## src/rtl/reg_file_param.sv

```systemverilog
// reg_file_param: parametrised register file with optional hardwired-zero
// register 0, optional write-to-read bypass and a sequenced clear sweep
// (one register per cycle) that reports BUSY and flags dropped writes.
module reg_file_param #(
    parameter int DATA_W   = 8,
    parameter int ADDR_W   = 3,
    parameter int ZERO_REG = 0,
    parameter int BYPASS   = 1
) (
    input  logic              CLK,
    input  logic              RESET,
    input  logic [DATA_W-1:0] IN,
    input  logic [ADDR_W-1:0] INADDRESS,
    input  logic              WRITE,
    input  logic [ADDR_W-1:0] OUT1ADDRESS,
    input  logic [ADDR_W-1:0] OUT2ADDRESS,
    output logic [DATA_W-1:0] OUT1,
    output logic [DATA_W-1:0] OUT2,
    input  logic              CLEAR,
    output logic              BUSY,
    output logic              DROPPED
);

    localparam int DEPTH = 2 ** ADDR_W;

    typedef enum logic {
        IDLE  = 1'b0,
        SWEEP = 1'b1
    } state_t;

    state_t            r_state;
    state_t            w_next;
    logic [ADDR_W-1:0] r_ptr;
    logic [DATA_W-1:0] r_regs [DEPTH];
    logic              r_dropped;

    logic              w_busy;
    logic              w_last;
    logic              w_zero_wa;
    logic              w_zero_ra1;
    logic              w_zero_ra2;
    logic              w_wr_en;
    logic              w_fwd1;
    logic              w_fwd2;

    assign w_busy     = (r_state == SWEEP);
    assign w_last     = (r_ptr == ADDR_W'(DEPTH - 1));
    assign w_zero_wa  = (ZERO_REG != 0) && (INADDRESS == '0);
    assign w_zero_ra1 = (ZERO_REG != 0) && (OUT1ADDRESS == '0);
    assign w_zero_ra2 = (ZERO_REG != 0) && (OUT2ADDRESS == '0);
    assign w_wr_en    = WRITE && !w_busy && !w_zero_wa;

    // Forwarding only when the write will actually land this edge.
    assign w_fwd1 = (BYPASS != 0) && RESET && w_wr_en && (INADDRESS == OUT1ADDRESS);
    assign w_fwd2 = (BYPASS != 0) && RESET && w_wr_en && (INADDRESS == OUT2ADDRESS);

    // Next-state logic for the clear sweep; CLEAR is ignored while sweeping.
    always_comb begin
        w_next = r_state;
        case (r_state)
            IDLE:    if (CLEAR)  w_next = SWEEP;
            SWEEP:   if (w_last) w_next = IDLE;
            default: w_next = IDLE;
        endcase
    end

    // State register.
    always_ff @(posedge CLK) begin
        if (!RESET) r_state <= IDLE;
        else        r_state <= w_next;
    end

    // Sweep pointer: held at 0 while idle, advances one register per sweep cycle.
    always_ff @(posedge CLK) begin
        if (!RESET)                r_ptr <= '0;
        else if (r_state == IDLE)  r_ptr <= '0;
        else                       r_ptr <= r_ptr + 1'b1;
    end

    // Register storage: reset clears all, the sweep clears one, otherwise normal writes.
    always_ff @(posedge CLK) begin
        if (!RESET) begin
            for (int unsigned i = 0; i < DEPTH; i++) r_regs[i] <= '0;
        end else if (w_busy) begin
            r_regs[r_ptr] <= '0;
        end else if (w_wr_en) begin
            r_regs[INADDRESS] <= IN;
        end
    end

    // One-cycle flag for a write discarded because a sweep was in progress.
    always_ff @(posedge CLK) begin
        if (!RESET) r_dropped <= 1'b0;
        else        r_dropped <= WRITE && w_busy && !w_zero_wa;
    end

    // Combinational read ports with zero-register and bypass handling.
    always_comb begin
        OUT1 = r_regs[OUT1ADDRESS];
        OUT2 = r_regs[OUT2ADDRESS];
        if (w_fwd1)     OUT1 = IN;
        if (w_fwd2)     OUT2 = IN;
        if (w_zero_ra1) OUT1 = '0;
        if (w_zero_ra2) OUT2 = '0;
    end

    assign BUSY    = w_busy;
    assign DROPPED = r_dropped;

endmodule

```

## config.mk

```make
export PLATFORM = sky130hd
export DESIGN_NAME = reg_file_param
export DESIGN_NICKNAME = d
export VERILOG_FILES = /design/src/rtl/reg_file_param.sv
export SDC_FILE = /design/constraint.sdc
export NUM_CORES = 1
export LEC_CHECK = 0
export BUFFER_PORTS_ARGS = -buffer_cell sky130_fd_sc_hd__buf_4
export CORE_UTILIZATION = 35
export CTS_BUF_LIST = sky130_fd_sc_hd__clkbuf_4 sky130_fd_sc_hd__clkbuf_8
export CTS_CLUSTER_DIAMETER = 100
export DETAILED_ROUTE_END_ITERATION = 6
export PLACE_DENSITY = 0.54
export SLEW_MARGIN = 20
export SYNTH_ARGS = -nofsm -noshare
export SYNTH_HDL_FRONTEND = slang
export SYNTH_SLANG_ARGS = --single-unit
```

## constraint.sdc

```tcl
create_clock -name CLK -period 2.35 [get_ports CLK]
set_input_delay 0.3525 -clock CLK [delete_from_list [all_inputs] [get_ports CLK]]
set_output_delay 0.3525 -clock CLK [all_outputs]
set_load 0.05 [all_outputs]
```

==> impl_metrics.env <==
export IMPL_outcome="finished, final reports clean"
export IMPL_die_area_um2=11900
export IMPL_clk_path_buf_depth=2
export IMPL_hp_class="in -> reg"
export IMPL_grt_total_usage=0.176
export IMPL_crit_family="multiplexers"
export IMPL_die_height_um=109
export IMPL_cp_start_kind="flop"
export IMPL_numCtsBuffers=9
export IMPL_leakagePower_uw=0.00172
export IMPL_first_pass_iters=4
export IMPL_syn_nets=297
export IMPL_slew_violations=0
export IMPL_drive_above_1_share=0.435
export IMPL_synth_seq_cells=69
export IMPL_hpwlAfterDp_um=6870
export IMPL_row_count=38
export IMPL_clk_latency_ns=0.34
export IMPL_final_antenna_net_count=0
export IMPL_synth_largest_area_cell="edfxtp_1"
export IMPL_diodes=0
export IMPL_min_period_ns=2.31
export IMPL_fill_cells=1025
export IMPL_avgSynthCellArea_um2=14.7
export IMPL_critPathKind="reg -> out"
export IMPL_path_common_cell="mux2_2"
export IMPL_cts_tree="built"
export IMPL_grt_pass1_wl_um=14800
export IMPL_worstPathRequired_ns=2.00
export IMPL_ys_top_cells_by_area="edfxtp_1 (48%), mux4_1 (12%), mux2_2 (8.7%), nor3_1 (8.0%), mux4_2 (7.8%)"
export IMPL_cap_viol_max_count=0
export IMPL_via_per_inst=5.46
export IMPL_power_density_nw_per_um2=600
export IMPL_final_nets=347
export IMPL_grt_pass1_vias=2683
export IMPL_synth_distinct_cells=27
export IMPL_max_clock_freq_mhz=433
export IMPL_routedWlPerCell_um=21.1
export IMPL_worst_ep_arrival_time_ns=1.96
export IMPL_vias=2562
export IMPL_finClkSkew_ns=0.00675
export IMPL_post_route_cell_area_um2=4750
export IMPL_cts_sinks=69
export IMPL_initial_core_util=0.364
export IMPL_tightestPinTransition_ns=1.12
export IMPL_path_buf_inv=1
export IMPL_endpoint_kind="output pin"
export IMPL_syn2layout_area_growth_pct=18.3
export IMPL_finalSetupViolCount=0
export IMPL_yosys_warnings=0
export IMPL_setup_tns_ns=0
export IMPL_finalNonFillerCells=469
export IMPL_io_buffers=38
export IMPL_post_place_cells=452
export IMPL_overflow=0
export IMPL_worst_path_largest_cell_delay_ns=0.51
export IMPL_crit_slowest_cell="mux4_1"
export IMPL_routed_wl_um=9900
export IMPL_grt_max_degree=23
export IMPL_cp_max_fo=2
export IMPL_synth_top_cell_area_share=0.478
export IMPL_finalCritPeriodShare=0.982
export IMPL_pin_count=39
export IMPL_synth_area_um2=4020
export IMPL_dieWidth_um=109
export IMPL_clk_pin_slew_ns=0.07
export IMPL_placed_area_um2=4560
export IMPL_drc=0
export IMPL_gp_congestion=0.773
export IMPL_syn_inst=274
export IMPL_rsz0062_at_grt="no"
export IMPL_cts_root_buf="clkbuf_8"
export IMPL_vdd_drop_max_mv=0.237
export IMPL_antenna_found_initial=0
export IMPL_cts_hold_buf=0
export IMPL_yosysSeqAreaShare=0.503
export IMPL_p_total_uw=2850
export IMPL_crit_chain="mux4_1, mux2_2, mux2_2, buf_4"
export IMPL_finalHoldViolations=0
export IMPL_dr_first_iter_drc_count=138
export IMPL_coreArea_um2=11000
export IMPL_maxSlewHeadroom=0.251
export IMPL_cts_htree_levels=3
power breakdown:
part           total [uW]  internal (uW)  switching [uW]
Sequential           1420           1390            26.4
Combinational         601            264             337
Clock                 837            399             437
area by class of cell:
cell class                 count  area [um2]  share of cell area
sequential                    69        2020               0.426
multi-input combinational    180        1810               0.382
timing repair buffer          63         572               0.120
tap                          140         175              0.0368
clock buffer                  11         139              0.0292
clock inverter                 5        27.5             0.00579
inverter                       1        3.75            0.000789
Yosys cell counts:
cell      instances
mux4_1           18
mux2_4            2
buf_8             1
xnor2_1           6
mux4_2           14
nor3b_1           1
buf_4             1
ha_1              2
edfxtp_1         64
mux2_2           31
o21ai_1          10
and3_1            3
buf_6             2
inv_1             1
nand2_1          11
nor2b_1           5
and2_1            2
nand4_2           2
and3b_1           2
dfxtp_1           5
buf_2             7
mux2i_1           1
nor2_1            3
mux2i_2           3
nor3_1           64
clkbuf_1         11
buf_12            2
logic make-up (layout without fill, tap and decap cells):
family                   Yosys count  in the layout  share of synthesized area
flip-flops                        69             69                      0.503
buffers and inverters             25             80                     0.0411
multiplexers                      69             69                      0.303
AO/OA/AOI/OAI                     10             10                     0.0125
AND/OR/NAND/NOR                   93             93                      0.121
adder cells (fa/ha/maj)            2              2                    0.00623
XOR/XNOR                           6              6                     0.0131
sequential cells by signal, indices dropped and copies added (netlist names):
name,count
DROPPED,1
BUSY,1
r_regs,64
r_ptr,3
metal layers:
| metal | GRT usage | wire length (um) | vias up |
|---|---|---|---|
| met3 | 0.0263 | 447 | 21 |
| met5 | 0 | 0 | - |
| met4 | 0.0927 | 308 | 0 |
| met1 | 0.206 | 4060 | 1275 |
| met2 | 0.311 | 5080 | 68 |
| li1 | - | - | 1198 |
placed cells by master, fill, tap and decap left out:
cell type | Yosys | final
nor3_1 | 64 | 64
edfxtp_1 | 64 | 64
buf_4 | 1 | 46
mux2_2 | 31 | 31
mux4_2 | 14 | 22
buf_6 | 2 | 13
nand2_1 | 11 | 11
mux4_1 | 18 | 10
clkbuf_8 | 0 | 9
o21ai_1 | 10 | 7
xnor2_1 | 6 | 6
nor2b_1 | 5 | 5
dfxtp_1 | 5 | 4
buf_12 | 2 | 4
o21ai_2 | 0 | 3
mux2i_2 | 3 | 3
nor2_1 | 3 | 3
and3_1 | 3 | 3
clkinv_2 | 0 | 3
nand4_2 | 2 | 2
mux2_4 | 2 | 2
and2_1 | 2 | 2
ha_1 | 2 | 2
clkbuf_4 | 0 | 2
dfxtp_2 | 0 | 1
and3b_2 | 0 | 1
nor3b_1 | 1 | 1
and3b_1 | 2 | 1
inv_1 | 1 | 1
mux2i_1 | 1 | 1
clkinv_4 | 0 | 1
clkinv_1 | 0 | 1
metrics by stage:
stage	setup slack [ns]	hold slack, ns	util
2_1_floorplan	0.0730	0.426	-
3_3_place_gp	0.0720	0.442	0.413
3_5_place_dp	0.0782	0.458	0.413
4_1_cts	0.00205	0.264	0.431
5_1_grt	0.0000551	0.271	0.431
6_report	0.0418	0.273	0.431
worst paths after layout:
path | from | endpoint | slack [ns] | cells after the start
max | r_regs[1][7] | OUT1[7] | 0.04 | 4
min | WRITE | DROPPED | 0.27 | 2
max reg2reg | BUSY | r_regs[0][2] | 0.21 | 4
min reg2reg | r_ptr[0] | r_ptr[0] | 0.47 | 1
repair_timing:
item | in CTS | in global routing
resized for setup | 5 | 17
buffers inserted | 1 | 0
endpoints found under the setup margin | 16 | 13
No activity file was read; power rests on OpenSTA's default activity.
